File: config.mk
export PLATFORM = sky130hd
export DESIGN_NAME = dds_sweep_controller
export DESIGN_NICKNAME = d
export VERILOG_FILES = /design/src/rtl/dds_pkg.sv /design/src/rtl/dds_sweep_controller_dwell_timer.sv /design/src/rtl/dds_sweep_controller.sv
export SDC_FILE = /design/constraint.sdc
export NUM_CORES = 1
export LEC_CHECK = 0
export CAP_MARGIN = 10
export CORE_MARGIN = 2
export CORE_UTILIZATION = 64
export CTS_CLUSTER_SIZE = 40
export DETAILED_ROUTE_END_ITERATION = 10
export HOLD_SLACK_MARGIN = 0.03
export PLACE_DENSITY = 0.94
export SETUP_SLACK_MARGIN = 0.15
export SYNTH_ARGS = -nofsm -noshare
export SYNTH_HDL_FRONTEND = slang
export SYNTH_SLANG_ARGS = --single-unit
File: constraint.sdc
create_clock -name clk -period 24.4 [get_ports clk]
set_clock_uncertainty 0.2 [all_clocks]
set_input_delay 3.66 -clock clk [delete_from_list [all_inputs] [get_ports clk]]
set_output_delay 3.66 -clock clk [all_outputs]
set_load 0.02 [all_outputs]
File: src/rtl/dds_pkg.sv
// Shared definitions for the DDS frequency-sweep controller: default widths,
// sweep mode encodings and the controller state / direction enums.
package dds_pkg;

    localparam int FCW_W_DEF   = 10;
    localparam int DWELL_W_DEF = 16;

    localparam logic [1:0] MODE_UP_ONESHOT = 2'd0;
    localparam logic [1:0] MODE_UP_REPEAT  = 2'd1;
    localparam logic [1:0] MODE_TRIANGLE   = 2'd2;

    typedef enum logic [1:0] {
        ST_IDLE  = 2'd0,
        ST_LOAD  = 2'd1,
        ST_DWELL = 2'd2
    } state_e;

    typedef enum logic {
        DIR_UP   = 1'b0,
        DIR_DOWN = 1'b1
    } dir_e;

endpackage

File: src/rtl/dds_sweep_controller_dwell_timer.sv
// Loadable down-counter that times how long each FCW value is held.
// expire is high while the count is zero; near_expire flags a count of one so
// the controller can register pulses that must line up with the final cycle.
module dwell_timer #(
    parameter int W = 16
) (
    input  logic         clk,
    input  logic         rst_n,
    input  logic         load,
    input  logic [W-1:0] load_val,
    output logic         expire,
    output logic         near_expire
);

    logic [W-1:0] cnt_q;
    logic [W-1:0] cnt_d;

    // Reload on request, otherwise count down and park at zero.
    always_comb begin
        cnt_d = cnt_q;
        if (load) begin
            cnt_d = load_val;
        end else if (cnt_q != {W{1'b0}}) begin
            cnt_d = cnt_q - {{(W-1){1'b0}}, 1'b1};
        end else begin
            cnt_d = cnt_q;
        end
    end

    // Counter register with synchronous active-low reset.
    always_ff @(posedge clk) begin
        if (!rst_n) begin
            cnt_q <= {W{1'b0}};
        end else begin
            cnt_q <= cnt_d;
        end
    end

    assign expire      = (cnt_q == {W{1'b0}});
    assign near_expire = (cnt_q == {{(W-1){1'b0}}, 1'b1});

endmodule

File: src/rtl/dds_sweep_controller.sv
// Frequency-sweep sequencer: steps the accumulator FCW from start to stop
// (one-shot, repeating ramp or triangle), holding each value dwell+1 cycles.
module dds_sweep_controller
    import dds_pkg::*;
#(
    parameter int FCW_W   = FCW_W_DEF,
    parameter int DWELL_W = DWELL_W_DEF
) (
    input  logic               clk,
    input  logic               rst_n,
    input  logic               cfg_valid,
    output logic               cfg_ready,
    input  logic [FCW_W-1:0]   cfg_fcw_start,
    input  logic [FCW_W-1:0]   cfg_fcw_stop,
    input  logic [FCW_W-1:0]   cfg_fcw_step,
    input  logic [DWELL_W-1:0] cfg_dwell,
    input  logic [1:0]         cfg_mode,
    input  logic               start,
    input  logic               abort,
    output logic               busy,
    output logic [FCW_W-1:0]   fcw,
    output logic               fcw_valid,
    output logic               phase_clr,
    output logic               sweep_done
);

    state_e             state_q, state_d;
    dir_e               dir_q, dir_d;
    logic [FCW_W-1:0]   fcw_q, fcw_d;
    logic               busy_q, busy_d, fcw_valid_q, fcw_valid_d;
    logic               phase_clr_q, phase_clr_d, sweep_done_q, sweep_done_d;
    logic [FCW_W-1:0]   cfg_start_q, cfg_start_d, cfg_stop_q, cfg_stop_d, cfg_step_q, cfg_step_d;
    logic [DWELL_W-1:0] cfg_dwell_q, cfg_dwell_d;
    logic [1:0]         cfg_mode_q, cfg_mode_d;

    // Effective config: a config offered in IDLE is already in force for a
    // start arriving in the same cycle.
    logic               capture_s;
    logic [FCW_W-1:0]   eff_start_s, eff_stop_s, eff_step_s;
    logic [DWELL_W-1:0] eff_dwell_s;
    logic [1:0]         eff_mode_s;
    logic               tri_s, rpt_s, period_end_s, next_zero_s;
    logic               tmr_load_s, tmr_expire_s, tmr_near_s;
    logic [FCW_W:0]     up_sum_s, dn_diff_s;
    logic               up_clamp_s, dn_clamp_s;
    logic [FCW_W-1:0]   up_fcw_s, dn_fcw_s;

    // True when value f/direction d is the last value of a sweep period.
    function automatic logic at_period_end(input logic [FCW_W-1:0] f, input dir_e d,
                                           input logic [FCW_W-1:0] s, input logic [FCW_W-1:0] e,
                                           input logic [1:0] m);
        logic res;
        if (s >= e) begin
            res = 1'b1;
        end else if (m == MODE_TRIANGLE) begin
            res = (d == DIR_DOWN) && (f == s);
        end else begin
            res = (f == e);
        end
        return res;
    endfunction

    assign capture_s = (state_q == ST_IDLE) && cfg_valid;
    assign cfg_ready = (state_q == ST_IDLE);

    // Config register next values and the effective config seen this cycle.
    always_comb begin
        cfg_start_d = capture_s ? cfg_fcw_start : cfg_start_q;
        cfg_stop_d  = capture_s ? cfg_fcw_stop  : cfg_stop_q;
        cfg_step_d  = capture_s ? cfg_fcw_step  : cfg_step_q;
        cfg_dwell_d = capture_s ? cfg_dwell     : cfg_dwell_q;
        cfg_mode_d  = capture_s ? cfg_mode      : cfg_mode_q;
        eff_start_s = cfg_start_d;
        eff_stop_s  = cfg_stop_d;
        eff_dwell_s = cfg_dwell_d;
        eff_mode_s  = cfg_mode_d;
        if (cfg_step_d == {FCW_W{1'b0}}) begin
            eff_step_s = {{(FCW_W-1){1'b0}}, 1'b1};
        end else begin
            eff_step_s = cfg_step_d;
        end
        tri_s = (eff_mode_s == MODE_TRIANGLE);
        rpt_s = (eff_mode_s == MODE_UP_REPEAT);
    end

    // Step datapath: one extra bit so carries/borrows clamp instead of wrapping.
    always_comb begin
        up_sum_s   = {1'b0, fcw_q} + {1'b0, eff_step_s};
        dn_diff_s  = {1'b0, fcw_q} - {1'b0, eff_step_s};
        up_clamp_s = (up_sum_s >= {1'b0, eff_stop_s});
        dn_clamp_s = dn_diff_s[FCW_W] || (dn_diff_s[FCW_W-1:0] <= eff_start_s);
        up_fcw_s   = up_clamp_s ? eff_stop_s  : up_sum_s[FCW_W-1:0];
        dn_fcw_s   = dn_clamp_s ? eff_start_s : dn_diff_s[FCW_W-1:0];
        period_end_s = at_period_end(fcw_q, dir_q, eff_start_s, eff_stop_s, eff_mode_s);
    end

    // Sweep FSM: next state, next FCW/direction and registered output pulses.
    always_comb begin
        state_d     = state_q;
        dir_d       = dir_q;
        fcw_d       = fcw_q;
        busy_d      = busy_q;
        fcw_valid_d = fcw_valid_q;
        phase_clr_d = 1'b0;
        tmr_load_s  = 1'b0;
        case (state_q)
            ST_IDLE: begin
                if (start && !abort) begin
                    state_d     = ST_LOAD;
                    dir_d       = DIR_UP;
                    fcw_d       = eff_start_s;
                    busy_d      = 1'b1;
                    fcw_valid_d = 1'b1;
                    phase_clr_d = 1'b1;
                    tmr_load_s  = 1'b1;
                end else begin
                    state_d     = ST_IDLE;
                    dir_d       = DIR_UP;
                    fcw_d       = {FCW_W{1'b0}};
                    busy_d      = 1'b0;
                    fcw_valid_d = 1'b0;
                end
            end
            ST_LOAD, ST_DWELL: begin
                if (abort) begin
                    state_d     = ST_IDLE;
                    dir_d       = DIR_UP;
                    fcw_d       = {FCW_W{1'b0}};
                    busy_d      = 1'b0;
                    fcw_valid_d = 1'b0;
                end else begin
                    state_d = ST_DWELL;
                    if (!tmr_expire_s) begin
                        fcw_d = fcw_q;
                    end else if (period_end_s && rpt_s) begin
                        fcw_d       = eff_start_s;
                        dir_d       = DIR_UP;
                        phase_clr_d = 1'b1;
                        tmr_load_s  = 1'b1;
                    end else if (period_end_s && tri_s) begin
                        // Triangle restarts its up leg from start+step; a
                        // single-point sweep simply stays on start.
                        tmr_load_s = 1'b1;
                        if (eff_start_s >= eff_stop_s) begin
                            fcw_d = eff_start_s;
                            dir_d = DIR_UP;
                        end else begin
                            fcw_d = up_fcw_s;
                            dir_d = up_clamp_s ? DIR_DOWN : DIR_UP;
                        end
                    end else if (period_end_s) begin
                        state_d     = ST_IDLE;
                        dir_d       = DIR_UP;
                        fcw_d       = {FCW_W{1'b0}};
                        busy_d      = 1'b0;
                        fcw_valid_d = 1'b0;
                    end else if (dir_q == DIR_UP) begin
                        fcw_d      = up_fcw_s;
                        dir_d      = (up_clamp_s && tri_s) ? DIR_DOWN : DIR_UP;
                        tmr_load_s = 1'b1;
                    end else begin
                        fcw_d      = dn_fcw_s;
                        dir_d      = DIR_DOWN;
                        tmr_load_s = 1'b1;
                    end
                end
            end
            default: begin
                state_d     = ST_IDLE;
                dir_d       = DIR_UP;
                fcw_d       = {FCW_W{1'b0}};
                busy_d      = 1'b0;
                fcw_valid_d = 1'b0;
            end
        endcase
        // sweep_done is registered, so look one cycle ahead: it must be high
        // in the cycle where the final value's dwell counter reads zero.
        next_zero_s  = tmr_load_s ? (eff_dwell_s == {DWELL_W{1'b0}})
                                  : (tmr_expire_s || tmr_near_s);
        sweep_done_d = busy_d && next_zero_s &&
                       at_period_end(fcw_d, dir_d, eff_start_s, eff_stop_s, eff_mode_s);
    end

    // State, config and output registers with synchronous active-low reset.
    always_ff @(posedge clk) begin
        if (!rst_n) begin
            state_q      <= ST_IDLE;
            dir_q        <= DIR_UP;
            fcw_q        <= {FCW_W{1'b0}};
            busy_q       <= 1'b0;
            fcw_valid_q  <= 1'b0;
            phase_clr_q  <= 1'b0;
            sweep_done_q <= 1'b0;
            cfg_start_q  <= {FCW_W{1'b0}};
            cfg_stop_q   <= {FCW_W{1'b0}};
            cfg_step_q   <= {FCW_W{1'b0}};
            cfg_dwell_q  <= {DWELL_W{1'b0}};
            cfg_mode_q   <= 2'd0;
        end else begin
            state_q      <= state_d;
            dir_q        <= dir_d;
            fcw_q        <= fcw_d;
            busy_q       <= busy_d;
            fcw_valid_q  <= fcw_valid_d;
            phase_clr_q  <= phase_clr_d;
            sweep_done_q <= sweep_done_d;
            cfg_start_q  <= cfg_start_d;
            cfg_stop_q   <= cfg_stop_d;
            cfg_step_q   <= cfg_step_d;
            cfg_dwell_q  <= cfg_dwell_d;
            cfg_mode_q   <= cfg_mode_d;
        end
    end

    dwell_timer #(.W(DWELL_W)) u_dwell_timer (
        .clk         (clk),
        .rst_n       (rst_n),
        .load        (tmr_load_s),
        .load_val    (eff_dwell_s),
        .expire      (tmr_expire_s),
        .near_expire (tmr_near_s)
    );

    assign busy       = busy_q;
    assign fcw        = fcw_q;
    assign fcw_valid  = fcw_valid_q;
    assign phase_clr  = phase_clr_q;
    assign sweep_done = sweep_done_q;

endmodule

==> summary.md <==
| Metric | Value |
|---|---|
| # IOs | 68 |
| Port Buffers | 67 |
| Setup crit end kind | flop |
| WP data required | 24.47 ns |
| EDFF count, synth | 0 |
| CP max stage delay | roughly 0.71 ns |
| HP Class | reg -> reg |
| Pwr per Cell Area | about 65 nW/um^2 |
| Sink Count | 81 |
| Worst-path clk slew | 0.07 ns |
| WL/cell | 23.17 um |
| Cell taking the most area after synthesis | dfxtp_1 |
| GPL Wtd Cong | between 1 and 1.5 |
| Most used flip-flop cell after synthesis | dfxtp_1 |
| CP startpoint kind | primary input |
| NumNets Final | 1066 |
| Total CTS buffers | 9 |
| Xor and xnor area share after synthesis | 4.672% |
| CP bufs+invs | 2 |
| Post-DRT Antenna Nets | 0 |
| Multi-input logic area | 5269 sq um |
| Critical path type | in -> reg |
| Synth area leaders | dfxtp_1 22%, ha_1 9.2%, mux2i_1 5.9% |
| Mux contribution to synthesized area | 6.195% |
| Cell internal pwr | 0.0003293 W |
| Number of max-cap violations | 0 |
| Die Ht | 110.9 um |
| Rel. slew slack | roughly a fifth |
| Hold-fix buffers, CTS | 0 |
| Largest net degree at the start of global routing | 81 |
| Crit Path Max Fanout | 10 |
| Vias post-DR | 7856 |
| Tcrit/Tclk final | 42.59% |
| Synthesized area | roughly 7300 sq um |
| Maximum vdd drop | between 70 and 80 uV |
| Vias per Instance | 7.110 |
| Minimum clock period | 10.39 ns |
| Max Buffers Root-to-Sink | 2 |
| CTS H-Tree Depth | 3 |
| RSZ-0062 raised after global routing | no |
| Cell family with most CP delay | compound AO/OA/AOI/OAI gates |
| First-pass GRT wire length | 40250 um |
| Ant diodes | 0 |
| Simple-gate portion of the synthesized area | 24.63% |
| Critical Path Slowest Stage Cell | a2111oi_0 |
| Worst-margin pin slew | 1.166 ns |
| Synth Area in Compound Gates | 26.78% |
| Hold Violations, Final | 0 |
| Area grow syn2layout | 14.43% |
| Seq/Total Area, Yosys | around 22% |
| Final Util | about three quarters |
| Initial Util | 64.86% |
| Inst Count DP | 1088 |
| GRT Overall Usage | 41.16% |
| Non-Filler Instances | 1105 |
| Pre-CTS WS | approximately 14 ns |
| # resized after CTS | 0 |
| Average size of a mapped cell | 8.007 sq um |
| Yosys warning count | 0 |
| Synth unique cells | 93 |
| Flop pwr share | 29.3% |
| Flops & latches, synth | 81 |
| Initial antenna violation count | 0 |
| Worst setup margin | 14.01 ns |
| Final setup viols | 0 |
| TritonRoute pass-1 iters | 6 |
| Worst Path Arrival | 10.46 ns |
| Reported net switching power | 0.0002177 W |
| Post-DP Area | 8028 sq um |
| Sequential Area | 1622 sq um |
| Fillers | 818 |
| Die area | 12290 sq um |
| Final instance area | 8366 sq um |
| Vias in the first global route | 7595 |
| Pleak | 3.437 nW |
| Remaining Overflow, GRT | 0 |
| Slew Limit Fails | 0 |
| Switching fraction of total power | 39.79% |
| Layout cell share with drive strength beyond 1 | 5.925% |
| Total Wirelength | 25600 um |
| Status | complete, no violations |
| Yosys top cell area share | ~22% |
| Core area | roughly 11000 sq um |
| Post-Synth Adder-Cell Area | approximately a tenth |
| CTS tree | built |
| Synthesized Nets | 1022 |
| Synth Instances | 913 |
| Main combinational cell family by area after synthesis | compound AO/OA/AOI/OAI gates |
| Fin Setup TNS | 0 ns |
| Initial DRC count | roughly 1100 |
| Die X | 110.9 um |
| Combinational Power Share | 42.6% |
| DR DRC count | 0 |
| F_max | 0.09623 GHz |
| DP HPWL | 18400 um |
| Clk Tree Root Cell | clkbuf_16 |
| Async SR Flop Fraction | 0% |
| Clock network fraction of total power | 28.1% |
| Clock Latency Late Sink | 0.36 ns |
| Row cnt | 39 |
| Setup Fix Bufs, Post-CTS | 0 |
## registers in the layout, summed over array words and instances, names as in the netlist
| name | flops |
|---|---|
| phase_clr | 1 |
| fcw | 10 |
| dir_q | 1 |
| fcw_valid | 1 |
| cfg_stop_q | 10 |
| cfg_dwell_q | 16 |
| busy | 1 |
| state_q | 2 |
| u_dwell_timer.cnt_q | 16 |
| cfg_start_q | 10 |
| sweep_done | 1 |
| cfg_mode_q | 2 |
| cfg_step_q | 10 |
## worst paths after layout
| check | start | end | slack (ns) | cells after the start |
|---|---|---|---|---|
| min | cfg_dwell_q[15]$_SDFF_PN0_ | cfg_dwell_q[15]$_SDFF_PN0_ | 0.30 | 2 |
| max reg2reg | state_q[0]$_SDFF_PN0_ | sweep_done$_SDFF_PN0_ | 17.00 | 26 |
| min reg2reg | cfg_dwell_q[15]$_SDFF_PN0_ | cfg_dwell_q[15]$_SDFF_PN0_ | 0.30 | 2 |
| max | cfg_valid | sweep_done$_SDFF_PN0_ | 14.01 | 25 |
## cell usage in the layout (no fill, tap or decap), types with 24 or more instances in the layout
cell type,synthesis,final
a21oi_1,37,37
and2_1,24,24
clkdlybuf4s50_1,0,66
dfxtp_1,81,81
ha_1,54,54
inv_1,51,51
mux2i_1,43,43
nand2_1,79,79
nor2_1,38,38
nor2b_1,50,50
nor3_1,24,24
o21ai_0,38,38
## worst reg2reg max path: cells and delay by family (launching register included)
kind                       cells  cell delay (ns)
DFF                            1             0.31
AOI/OAI and AO/OA             12             3.35
buffers and inverters          2             0.11
and+or+nand+nor                7             1.35
adders and majority gates      4             1.38
muxes                          1             0.62
## per-layer routing
metal	global-route usage (%)	share of wire [%]	vias to the layer above
met5	0	0	-
met4	26.92	7.5	0
met3	11.32	12	170
met2	63.93	44	587
met1	49.98	37	3607
li1	-	-	3492
## per-stage QoR
stage | power [W] | hold WS [ns]
6_report | 0.0005470 | 0.3004
3_3_place_gp | 0.0003772 | 0.2701
4_1_cts | 0.0005366 | 0.2995
2_1_floorplan | 0.0003219 | 0.2515
3_5_place_dp | 0.0003837 | 0.2881
5_1_grt | 0.0005727 | 0.3420
## Yosys cell counts, drive strengths merged (6+ instances only)
cell,number
a21o,9
nand4,8
mux2i,43
o31ai,6
nand2b,13
xnor2,20
dfxtp,81
o2111ai,10
a31oi,18
o21ai,41
nor4,22
buf,15
and3,17
a21oi,38
o22ai,6
clkbuf,32
nor2b,50
a21boi,11
or4,6
nand2,81
a211oi,10
nand3,23
nor2,38
a221oi,7
nor3,25
o211ai,11
ha,54
xor2,19
a2111oi,9
inv,52
o21a,11
or3,8
and2,26
o221ai,7
## area by class of cell
cell class / instances / area share (%)
Clock buffer: 9 / 2.692
Clock inverter: 7 / 1.256
Inverter: 54 / 2.423
Multi-Input combinational cell: 731 / 62.98
Sequential cell: 81 / 19.38
Tap cell: 143 / 2.139
Timing Repair Buffer: 80 / 9.124
## kinds of logic after synthesis
| logic type | Yosys count |
|---|---|
| AO/OA/AOI/OAI | 257 |
| XOR/XNOR | 39 |
| multiplexers | 45 |
| adder cells (fa/ha/maj) | 56 |
| buffers and inverters | 101 |
| flip-flops | 81 |
| AND/OR/NAND/NOR | 334 |
## power by group through the flow
stage,logic [W],registers (W),clock network [W]
4_1_cts,0.000225,0.000159,0.000153
2_1_floorplan,0.000163,0.000159,0
6_report,0.000233,0.000160,0.000154
3_3_place_gp,0.000216,0.000161,0
5_1_grt,0.000251,0.000162,0.000160
3_5_place_dp,0.000222,0.000162,0
Note: power is estimated with default switching activity, not from simulation.
==> edit: new RTL, same flow settings <==
Change the package constant `FCW_W_DEF` from 10 to 14.
--- a/src/rtl/dds_pkg.sv
+++ b/src/rtl/dds_pkg.sv
@@ -2,7 +2,7 @@
 // sweep mode encodings and the controller state / direction enums.
 package dds_pkg;
 
-    localparam int FCW_W_DEF   = 10;
+    localparam int FCW_W_DEF   = 14;
     localparam int DWELL_W_DEF = 16;
 
     localparam logic [1:0] MODE_UP_ONESHOT = 2'd0;
Ports: changed (resized cfg_fcw_start, cfg_fcw_step, cfg_fcw_stop and fcw); port bits go from 68 to 84. No check against the original RTL was run, so the function may have changed too.
==> edit against the original RTL <==
- sequential power increased by 24%
- sequential cell count increased by 16
- synthesized area increased by 24%
- wire length increased by 42%
- count of clock-buffer cells in the layout unchanged
- power increased by 29%
- worst setup slack got worse by 1.8 ns
- design area increased by 24%
==> edit: results (changes against the original RTL) <==
Initial antenna violation count -> 1 (was 0)
Routability cong. -> 1.211 (was 1.040)
Max_slew headroom -> 31.37% (was 20.02%)
Max VDD drop -> 0.06807 mV (was 0.07797 mV)
Cell variety after synth -> 90 (was 93)
Via density per instance -> 7.096 (was 7.110)
Fraction of layout cells with a size suffix above 1 -> 6.527% (was 5.925%)
Total setup buffers inserted after CTS -> 0 (unchanged)
P_sw -> 0.3219 mW (was 0.2177 mW)
Most common flop cell mapped by yosys -> dfxtp_1 (unchanged)
Total GRT Usage -> 48.30% (was 41.16%)
Area contributors post-synth -> dfxtp_1 (21%), ha_1 (10%), nor2_1 (6.0%), mux2i_1 (5.5%), xnor2_1 (4.1%) (was dfxtp_1 (22%), ha_1 (9.2%), mux2i_1 (5.9%), nor2b_1 (4.3%), nand2_1 (4.1%))
NumNets Final -> 1377 (was 1066)
Critical path peak fanout -> 44 (was 10)
CTS Buf Count -> 9 (unchanged)
Worst Path Arrival -> 12.30 ns (was 10.46 ns)
Crit Path Category -> input pin to flip-flop (unchanged)
Cell Area, Placed -> 0.01004 mm2 (was 0.008028 mm2)
Crit-path slowest cell -> a2111oi_0 (unchanged)
Slew Viols, Final -> 0 (unchanged)
Global-route wire length before repair -> 53.90 mm (was 40.25 mm)
Vias in the first global route -> 9391 (was 7595)
Clk Latency, worst-skew pair -> 0.38 ns (was 0.36 ns)
Post-Syn Nets -> 1313 (was 1022)
Hpwl dp -> 26.70 mm (was 18.40 mm)
Place WS -> 12.18 ns (was 13.85 ns)
Most common library cells after synthesis -> nor2_1 (144), dfxtp_1 (97), ha_1 (74) (was dfxtp_1 (81), nand2_1 (79), ha_1 (54))
Status -> complete, no violations (unchanged)
R2R depth -> 30 (was 26)
WL/cell -> 25.55 um (was 23.17 um)
F_max -> 0.08190 GHz (was 0.09623 GHz)
Worst R2R Setup Slack -> 15.31 ns (was 17.00 ns)
DRC marker count from the first detailed-route iteration -> 1359 (was 1145)
Synth Area per Inst -> 7.714 um2 (was 8.007 um2)
DR vias -> 10090 (was 7856)
Top Registers -> cfg_dwell_q: 16 flops, u_dwell_timer.cnt_q: 16 flops (unchanged)
R2R Path Start -> state_q[0] (unchanged)
P_leak -> 4.304 nW (was 3.437 nW)
DR pass1 iterations -> 10 (was 6)
Sequential element share of the synthesized area -> 21.48% (was 22.18%)
Largest net degree at the start of global routing -> 46 (was 81)
Fin Hold WS -> 0.2729 ns (was 0.3004 ns)
Number of port buffers -> 83 (was 67)
[edit: kinds of logic after synthesis]
logic type | count (synthesis) | synth area share [%]
buf+inv | 131 | 6.117
xor+xnor | 59 | 5.715
fa+ha+maj | 76 | 10.68
simple gates | 413 | 22.47
flops | 97 | 21.48
compound gates | 335 | 26.31
mux | 61 | 7.224
[edit: metal layers]
metal	track usage, %	up-vias	wire [um]
li1	-	4428	-
met1	59.08	4668	13510
met2	71.41	778	15160
met3	16.50	217	4911
met4	31.82	0	2753
met5	2.083	-	0
[edit: final cells by class]
cell class,instances,area (um2)
diodes,1,2.502
clock buffers,9,225.2
clock inverters,7,81.33
fillers,1023,3480
inverters,74,277.8
multi-input cells,944,6560
flip-flops and latches,97,1942
well taps,180,225.2
repair buffers,110,1033
[edit: worst min path at each step]
stage | start | end
floorplan | cfg_mode_q[0] | cfg_mode_q[0]
finish | cfg_mode_q[0] | cfg_mode_q[0]
global route | cfg_mode_q[1] | cfg_mode_q[1]
CTS | cfg_mode_q[0] | cfg_mode_q[0]
global placement | cfg_mode_q[0] | cfg_mode_q[0]
detailed placement | cfg_mode_q[0] | cfg_mode_q[0]
[edit: critical path: cells and delay by family]
kind | cells | cell delay [ns]
adder cells (fa/ha/maj) | 2 | 0.58
multiplexers | 1 | 0.44
AND/OR/NAND/NOR | 10 | 2.16
buffers and inverters | 2 | 1.11
AO/OA/AOI/OAI | 13 | 4.15
XOR/XNOR | 1 | 0.15
[edit: stage by stage]
step                power, mW  utilization (%)
detailed placement     0.5341            72.60
global route           0.7342            74.82
finish                 0.7046            74.83
CTS                    0.6871            74.82
global placement       0.5253            72.60
floorplan              0.4313                -
[edit: power by group through the flow]
stage                     sequential, mW  clock (mW)  combinational (mW)
after CTS                          0.196       0.153               0.338
after global routing               0.199       0.159               0.376
final                              0.198       0.154               0.353
after global placement             0.198           0               0.327
after floorplan                    0.195           0               0.236
after detailed placement           0.200           0               0.334
